`config.mk`:
```
export PLATFORM = sky130hd
export DESIGN_NAME = swm_cfg_loader_flat
export DESIGN_NICKNAME = d
export VERILOG_FILES = /design/src/rtl/swm_cfg_loader_if.sv /design/src/rtl/swm_cfg_loader.sv /design/src/flat_wrapper.sv
export SDC_FILE = /design/constraint.sdc
export NUM_CORES = 1
export LEC_CHECK = 0
export CORE_ASPECT_RATIO = 2
export CORE_UTILIZATION = 31
export DETAILED_ROUTE_END_ITERATION = 8
export PLACE_DENSITY = 0.52
export SLEW_MARGIN = 40
export SYNTH_ARGS = -nofsm -noshare
export SYNTH_HDL_FRONTEND = slang
export SYNTH_SLANG_ARGS = --single-unit
```
`constraint.sdc`:
```
create_clock -name clk -period 8.87 [get_ports clk]
set_input_delay 0.887 -clock clk [delete_from_list [all_inputs] [get_ports clk]]
set_output_delay 0.887 -clock clk [all_outputs]
set_load 0.01 [all_outputs]
```
`src/rtl/swm_cfg_loader_if.sv`:
```
// -----------------------------------------------------------------------------
// swm_cfg_loader_if
// Bundles the configuration port handshake and the live route-select bus of
// one switch-matrix tile loader.
//   start      : pulse, begin loading a new frame
//   cfg_in     : serial frame data, MSB first
//   cfg_valid  : cfg_in qualifier
//   busy       : loader is not idle
//   done       : one-cycle pulse, frame committed
//   err        : one-cycle pulse, frame rejected
//   err_code   : 0 none, 1 illegal side, 2 index out of range, 3 parity
//   err_entry  : number of the first failing entry
//   cfg_bus    : live routing configuration, entry k at [6k+5:6k]
// Modports: master = configuration port controller, slave = loader.
// -----------------------------------------------------------------------------
interface swm_cfg_loader_if #(
    parameter int N_TB    = 5,
    parameter int N_LR    = 4,
    parameter int ENTRY_W = 6
);
    localparam int CFG_W = (2 * N_TB + 2 * N_LR) * ENTRY_W;

    logic             start;
    logic             cfg_in;
    logic             cfg_valid;
    logic             busy;
    logic             done;
    logic             err;
    logic [1:0]       err_code;
    logic [4:0]       err_entry;
    logic [CFG_W-1:0] cfg_bus;

    modport master (
        output start, cfg_in, cfg_valid,
        input  busy, done, err, err_code, err_entry, cfg_bus
    );

    modport slave (
        input  start, cfg_in, cfg_valid,
        output busy, done, err, err_code, err_entry, cfg_bus
    );
endinterface

```
`src/rtl/swm_cfg_loader.sv`:
```
// -----------------------------------------------------------------------------
// swm_cfg_loader
// Serial configuration loader for one switch-matrix tile. A frame is shifted
// MSB-first into a shadow register, every route entry is range-checked one per
// cycle, and only a clean frame is copied in one step onto the live cfg_bus.
// A rejected frame leaves cfg_bus untouched.
// Ports:
//   clk   : rising-edge clock
//   rst_n : asynchronous active-low reset (clears cfg_bus too)
//   bus   : swm_cfg_loader_if.slave (start/cfg_in/cfg_valid in,
//           busy/done/err/err_code/err_entry/cfg_bus out)
// Optional feature: define SWM_CFG_PARITY_EN to append one even-parity bit to
// each frame; it is checked in a PAR state before the entry scan.
// -----------------------------------------------------------------------------
module swm_cfg_loader #(
    parameter int N_TB    = 5,
    parameter int N_LR    = 4,
    parameter int ENTRY_W = 6
) (
    input  logic                 clk,
    input  logic                 rst_n,
    swm_cfg_loader_if.slave      bus
);
    localparam int NUM_ENT = 2 * N_TB + 2 * N_LR;
    localparam int CFG_W   = NUM_ENT * ENTRY_W;
    localparam int CNT_W   = $clog2(CFG_W + 1);
    localparam int PTR_W   = $clog2(NUM_ENT);
    localparam int IDX_W   = ENTRY_W - 3;

    // One extra bit so the limit itself is representable for any N_TB/N_LR.
    localparam logic [IDX_W:0] TB_LIM = (IDX_W + 1)'(N_TB);
    localparam logic [IDX_W:0] LR_LIM = (IDX_W + 1)'(N_LR);

    typedef enum logic [2:0] {
        IDLE,
        LOAD,
`ifdef SWM_CFG_PARITY_EN
        PAR,
`endif
        CHECK,
        COMMIT,
        FAIL
    } state_t;

    state_t           state_reg;
    logic [CFG_W-1:0] shadow_reg;
    logic [CFG_W-1:0] cfg_bus_reg;
    logic [CNT_W-1:0] bit_cnt_reg;
    logic [PTR_W-1:0] ptr_reg;
    logic             busy_reg;
    logic             done_reg;
    logic             err_reg;
    logic [1:0]       err_code_reg;
    logic [4:0]       err_entry_reg;
`ifdef SWM_CFG_PARITY_EN
    logic             parity_reg;
`endif

    // Slice the shadow register into route entries for the scan mux.
    logic [ENTRY_W-1:0] entry_arr [NUM_ENT];
    generate
        for (genvar gi = 0; gi < NUM_ENT; gi++) begin : g_entry
            assign entry_arr[gi] = shadow_reg[gi*ENTRY_W +: ENTRY_W];
        end
    endgenerate

    logic [ENTRY_W-1:0] cur_entry;
    logic [2:0]         cur_side;
    logic [IDX_W:0]     cur_idx;
    logic               side_bad;
    logic               idx_bad;

    always_comb begin
        cur_entry = entry_arr[ptr_reg];
        cur_side  = cur_entry[2:0];
        cur_idx   = {1'b0, cur_entry[ENTRY_W-1:3]};
        side_bad  = (cur_side > 3'd4);
        idx_bad   = 1'b0;
        case (cur_side)
            3'd1, 3'd3: idx_bad = (cur_idx >= TB_LIM);
            3'd2, 3'd4: idx_bad = (cur_idx >= LR_LIM);
            default:    idx_bad = 1'b0;  // float ignores the index; 5..7 caught by side_bad
        endcase
    end

    always_ff @(posedge clk or negedge rst_n) begin
        if (!rst_n) begin
            state_reg     <= IDLE;
            shadow_reg    <= '0;
            cfg_bus_reg   <= '0;
            bit_cnt_reg   <= '0;
            ptr_reg       <= '0;
            busy_reg      <= 1'b0;
            done_reg      <= 1'b0;
            err_reg       <= 1'b0;
            err_code_reg  <= 2'd0;
            err_entry_reg <= 5'd0;
`ifdef SWM_CFG_PARITY_EN
            parity_reg    <= 1'b0;
`endif
        end else begin
            done_reg <= 1'b0;
            err_reg  <= 1'b0;
            case (state_reg)
                IDLE: begin
                    if (bus.start) begin
                        state_reg     <= LOAD;
                        busy_reg      <= 1'b1;
                        bit_cnt_reg   <= '0;
                        err_code_reg  <= 2'd0;
                        err_entry_reg <= 5'd0;
`ifdef SWM_CFG_PARITY_EN
                        parity_reg    <= 1'b0;
`endif
                    end
                end
                LOAD: begin
                    if (bus.cfg_valid) begin
                        shadow_reg  <= {shadow_reg[CFG_W-2:0], bus.cfg_in};
                        bit_cnt_reg <= bit_cnt_reg + 1'b1;
`ifdef SWM_CFG_PARITY_EN
                        parity_reg  <= parity_reg ^ bus.cfg_in;
`endif
                        if (bit_cnt_reg == CNT_W'(CFG_W - 1)) begin
`ifdef SWM_CFG_PARITY_EN
                            state_reg <= PAR;
`else
                            state_reg <= CHECK;
                            ptr_reg   <= '0;
`endif
                        end
                    end
                end
`ifdef SWM_CFG_PARITY_EN
                PAR: begin
                    if (bus.cfg_valid) begin
                        if (bus.cfg_in != parity_reg) begin
                            state_reg     <= FAIL;
                            err_reg       <= 1'b1;
                            err_code_reg  <= 2'd3;
                            err_entry_reg <= 5'd0;
                        end else begin
                            state_reg <= CHECK;
                            ptr_reg   <= '0;
                        end
                    end
                end
`endif
                CHECK: begin
                    // Outputs are registered, so done/err and the commit are
                    // launched on the transition into COMMIT/FAIL.
                    if (side_bad || idx_bad) begin
                        state_reg     <= FAIL;
                        err_reg       <= 1'b1;
                        err_code_reg  <= side_bad ? 2'd1 : 2'd2;
                        err_entry_reg <= 5'(ptr_reg);
                    end else if (ptr_reg == PTR_W'(NUM_ENT - 1)) begin
                        state_reg   <= COMMIT;
                        cfg_bus_reg <= shadow_reg;
                        done_reg    <= 1'b1;
                    end else begin
                        ptr_reg <= ptr_reg + 1'b1;
                    end
                end
                COMMIT: begin
                    state_reg <= IDLE;
                    busy_reg  <= 1'b0;
                end
                FAIL: begin
                    state_reg <= IDLE;
                    busy_reg  <= 1'b0;
                end
                default: begin
                    state_reg <= IDLE;
                    busy_reg  <= 1'b0;
                end
            endcase
        end
    end

    assign bus.busy      = busy_reg;
    assign bus.done      = done_reg;
    assign bus.err       = err_reg;
    assign bus.err_code  = err_code_reg;
    assign bus.err_entry = err_entry_reg;
    assign bus.cfg_bus   = cfg_bus_reg;

endmodule

```
`src/flat_wrapper.sv`:
```
// flat-port wrapper written by rule: the top's interface ports become plain ports
module swm_cfg_loader_flat 
#(
    parameter int N_TB    = 5,
    parameter int N_LR    = 4,
    parameter int ENTRY_W = 6
)
  (clk, rst_n, bus_start, bus_cfg_in, bus_cfg_valid, bus_busy, bus_done, bus_err, bus_err_code, bus_err_entry, bus_cfg_bus);
  swm_cfg_loader_if #(.N_TB(N_TB), .N_LR(N_LR), .ENTRY_W(ENTRY_W)) bus_i ();
  input  logic clk;
  input  logic rst_n;
  input wire logic [$bits(bus_i.start)-1:0] bus_start;
  input wire logic [$bits(bus_i.cfg_in)-1:0] bus_cfg_in;
  input wire logic [$bits(bus_i.cfg_valid)-1:0] bus_cfg_valid;
  output wire logic [$bits(bus_i.busy)-1:0] bus_busy;
  output wire logic [$bits(bus_i.done)-1:0] bus_done;
  output wire logic [$bits(bus_i.err)-1:0] bus_err;
  output wire logic [$bits(bus_i.err_code)-1:0] bus_err_code;
  output wire logic [$bits(bus_i.err_entry)-1:0] bus_err_entry;
  output wire logic [$bits(bus_i.cfg_bus)-1:0] bus_cfg_bus;
  assign bus_i.start = bus_start;
  assign bus_i.cfg_in = bus_cfg_in;
  assign bus_i.cfg_valid = bus_cfg_valid;
  assign bus_busy = bus_i.busy;
  assign bus_done = bus_i.done;
  assign bus_err = bus_i.err;
  assign bus_err_code = bus_i.err_code;
  assign bus_err_entry = bus_i.err_entry;
  assign bus_cfg_bus = bus_i.cfg_bus;
  swm_cfg_loader #(.N_TB(N_TB), .N_LR(N_LR), .ENTRY_W(ENTRY_W)) u_core (.clk(clk), .rst_n(rst_n), .bus(bus_i));
endmodule
```
Word-level counts from Yosys, hierarchy flattened
Index checks and enable logic that the tools add are counted.

storage, ports and cells
  input bits = 5
  output and inout port bits = 118
  word-level logic and storage cells = 81
  register bits after elaboration = 241

operators by class
  add/subtract/negate cells = 2
  reductions and logical operators = 15
  bitwise operators = 3
  muxes and demuxes = 32
  $lt $le $gt $ge = 4
  equal/unequal tests = 15

operators by type and width
  operator             number
  $bmux 6 s5           1
  $mux 5               6
  $pmux 5 s2           2
  $mux 3               5
  $mux 7               2
  $pmux 7 s2           1
  $mux 6               2
  $eq 3x2->1 const B   3
  $pmux 3 s3           1
  $reduce_and 3->1     3
  $ne 2x2->1 const B   4
  $add 7x1->7 const B  1
  $eq 7x7->1 const B   1
  $eq 3x1->1 const B   2
  $ge 3x3->1 const B   2
  $ge 6x6->1 const B   1
  $mux 1               6
  $mux 2               3
  $not 5->6            1
  $reduce_bool 2->1    3
  $reduce_or 2->1      3
  $add 5x1->5 const B  1
  $eq 5x5->1 const B   1
  $reduce_and 5->1     1
  11 further kinds     15

Logic depth before layout (Yosys ltp)
  depth after elaboration = 10
  gate-level depth with buffers = 15

Least setup slack after synthesis
OpenSTA, ideal clock, no wires.

  path type = register -> register
  from = register u_core.ptr_reg[1]
  to = register u_core.cfg_bus_reg[10], in the netlist u_core.bus.cfg_bus[10]
  stages on the path, launching flop included = 16
  arrival = 3,283 ps
  path buffers = 8
  setup time = 125 ps
  path slack = 5,462 ps
  clock period less this slack = 3,408 ps
  cells stage by stage = dfrtp_1 buf_6 buf_2 buf_4 buf_2 mux2i_1 o22ai_1 a311oi_1 o41ai_1 and3_1 clkbuf_1 or4_1 buf_2 buf_6 buf_6 mux2_4

between the ends
  cells in the longest elaborated chain, start to end = 10

RTL lines
  what                                                                line                   RTL
  start, declared                                                     swm_cfg_loader.sv:49   logic [PTR_W-1:0] ptr_reg;
  start signal, assigned                                              swm_cfg_loader.sv:162  ptr_reg <= ptr_reg + 1'b1;
  parallel branches: the longest is 9 deep, another holds $ge 3x3->1  -
  $reduce_and 3->1 (no source line) *                                 -
  end signal, assigned                                                swm_cfg_loader.sv:159  cfg_bus_reg <= shadow_reg;
  end, declared                                                       swm_cfg_loader.sv:47   logic [CFG_W-1:0] cfg_bus_reg;

Mark *: on every way between the ends. The select of a mux whose other input is x is not followed.
A chain may end at the register's enable or synchronous reset.

Worst setup path in the final report
  from = register u_core.ptr_reg[1]
  to = register u_core.cfg_bus_reg[53], in the netlist u_core.bus.cfg_bus[53]

Same word-level chain as after synthesis.

==> results.yml <==
synth:
  syn_inst: 699
  synth_xor_area_share_pct: 0.432
  yosysWarnings: 0
  synth_compound_area_share_pct: 3.98
  syn-num-nets: 707
  ys_top_cells_by_area: "dfrtp_1 59%, mux2_2 12%, mux2_1 11%, mux2i_1 2.3%, mux4_2 1.8%"
  ys.flop_type: "dfrtp_1"
  synth.distinct_cells: 59
  avgSynthCellArea_sq_um: 14.5
  synth-seq-cells: 241
  async_reset_ff_share_pct: 100
  syn-cell-area_sq_um: 10100
  synth-adder-area-share_pct: 0.370
  synth_edf_count: 0
  synth_top_area_cell: "dfrtp_1"
  yosysSeqAreaShare_pct: 59.4
  yosys.area_share.simple_pct: 4.90
  netlist.area_leader.share_pct: 59.4
  synth_top_family_by_area: "multiplexers"
  synth_mux_area_share_pct: 28.6
global_route:
  grt_pass1_vias: 6430
  grt_usage_pct: 15.6
  grt_overflow: 0
  grt_pass1_wl_mm: 39.5
  antenna_found_initial: 0
  grt_max_degree: 65
drt:
  route.vias.total: 6119
  wl_per_cell_um: 19.8
  dr.pass1.iters: 4
  via_per_inst: 4.85
  ant_nets: 0
  wl_mm: 25.0
  drt_iter0_drc: 259
  route.detailed.drc: 0
floorplan:
  die_x_um: 130
  start_util_pct: 31.5
  dieArea_sq_um: 33500
  die_h_um: 258
  ioPinCount: 123
  coreArea_sq_um: 32200
  rows: 93
power_and_ir_drop:
  max-vdd-ir-drop_uv: 133
  p_per_area_nw_per_um2: 255
  power_leakage_uw: 0.00596
clock_tree:
  hold_buffers: 0
  cts_resized: 0
  cts.htree.levels: 1
  cts_inserted_buffers: 24
  post_cts_buffers: 0
  clk_pin_slew_ns: 0.06
  ctsLongestPathBuffers: 3
  clock_sinks: 241
  clk_latency_ns: 0.53
  cts_tree: "yes"
  root_buffer: "clkbuf_16"
worst_setup_path:
  required_ns: 9.27
  worstPathMaxFanout: 58
  endpoint_kind: "flip-flop"
  start_kind: "flip-flop"
  criticalPathCategory: "flip-flop to flip-flop"
  critPathArrivalTime_ns: 4.93
layout:
  nets: 824
  layoutNonFillerInstCount: 1261
  synthToLayoutAreaGrowth_pct: 24.8
  final_util_pct: 39.3
  diodes: 0
  drive_above_1_share_pct: 21.7
sta:
  finalCritPeriodShare_pct: 51.1
  slew_headroom_pct: 45.9
  rsz0062_at_grt: "no"
  finalWorstSetupSlack_ns: 4.34
  setup_viol: 0
  drv_slew: 0
  hold_viol_final: 0
  worstMarginPinSlew_ns: 0.811
  max_freq_mhz: 221
  skew_ns: 0.0178
  min_period_ns: 4.53
  finalSetupTns_ns: 0
hold_path:
  hold_path_class: "primary input to asynchronous set/reset pin"
place:
  dp.cells: 1217
  dp_slack_ns: 4.29
  dpl.hpwl_mm: 17.9
  io_buffers: 122
  gp_congestion: 0.902
status:
  outcome: "finished clean"
run:
  cap_violations: 0
worst max-delay path: stages (launching register included):
cell and delay, ns:
dfrtp_1 0.47, buf_4 0.45, mux4_2 0.56, a22o_1 0.25, nor4_2 0.33, a31oi_1 0.21
and3_1 0.29, or4_4 0.86, buf_4 0.51, mux2_1 0.42
final timing paths:
| kind | startpoint | endpoint | slack, ns | cells past startpoint |
|---|---|---|---|---|
| max | u_core.ptr_reg[1]$_DFFE_PN0P_ | u_core.bus.cfg_bus[53]$_DFFE_PN0P_ | 4.34 | 9 |
| min | rst_n | u_core.bus.cfg_bus[53]$_DFFE_PN0P_ | 0.24 | 1 |
| max reg2reg | u_core.ptr_reg[1]$_DFFE_PN0P_ | u_core.bus.cfg_bus[53]$_DFFE_PN0P_ | 4.34 | 9 |
| min reg2reg | u_core.bus.cfg_bus[35]$_DFFE_PN0P_ | u_core.bus.cfg_bus[35]$_DFFE_PN0P_ | 0.49 | 1 |
| max in group asynchronous | rst_n | u_core.ptr_reg[3]$_DFFE_PN0P_ | 7.06 | 4 |
| min in group clk | u_core.bus.cfg_bus[35]$_DFFE_PN0P_ | u_core.bus.cfg_bus[35]$_DFFE_PN0P_ | 0.49 | 1 |
Yosys cell counts (3+ instances only):
cell / number
dfrtp_1: 241
mux2_2: 110
mux2_1: 99
nor2_1: 28
mux2i_1: 23
clkbuf_1: 20
nand2_1: 17
buf_2: 15
nor3_1: 13
mux2_4: 9
nand3_1: 9
o21ai_0: 9
mux4_2: 8
inv_1: 7
o22ai_1: 5
a21oi_1: 4
a311oi_1: 4
or3_1: 4
a2111oi_0: 3
buf_6: 3
ha_1: 3
nand2b_1: 3
nor2b_1: 3
nor4_1: 3
o211ai_1: 3
o32ai_1: 3
xor2_1: 3
placed cells by master, fill, tap and decap left out, drive strengths merged, types with 4 or more instances in the layout:
cell           count
nor2              28
mux4               8
clkinv             4
mux2i             23
or3                4
buf               10
mux2             218
clkdlybuf4s50    121
clkbuf            36
o21ai             11
nand3              9
nor4               4
nand2             17
dfrtp            241
nor3              13
a21oi              4
inv                9
a311oi             4
o22ai              5
cell families after synthesis:
family,count (synthesis)
flip-flops,241
XOR/XNOR,5
AND/OR/NAND/NOR,97
AO/OA/AOI/OAI,55
multiplexers,249
buffers and inverters,49
adder cells (fa/ha/maj),3
routing by layer:
metal  global-route usage, %  wire length [um]  up-vias
met5                       0                 0        -
met1                    17.6              9480     3155
li1                        -                 -     2794
met3                    1.41               720       40
met4                    5.52               682        0
met2                    29.6             14100      130
final cells by class:
cell class                      instances  area [sq um]
Tap cell                              427           534
Multi-Input combinational cell        409          3890
Clock buffer                           36           707
Timing Repair Buffer                  131          1330
Sequential cell                       241          6030
Inverter                                9          33.8
Fill cell                            3083         19600
Clock inverter                          8           129
through the flow:
stage / total power [uW] / area, sq um / hold WS (ns)
floorplan: 1890 / 10100 / 0.461
global placement: 2180 / 11800 / 0.478
detailed placement: 2190 / 11800 / 0.480
CTS: 3280 / 12700 / 0.234
global route: 3400 / 12700 / 0.259
finish: 3230 / 12700 / 0.241
where the power goes:
part / switching, uW / internal (uW) / total, uW / leakage, uW
clock network: 432 / 641 / 1070 / 0.000406
registers: 164 / 1220 / 1390 / 0.00330
logic: 416 / 355 / 770 / 0.00225
total: 1010 / 2220 / 3230 / 0.00596
No activity file was read; power rests on OpenSTA's default activity.
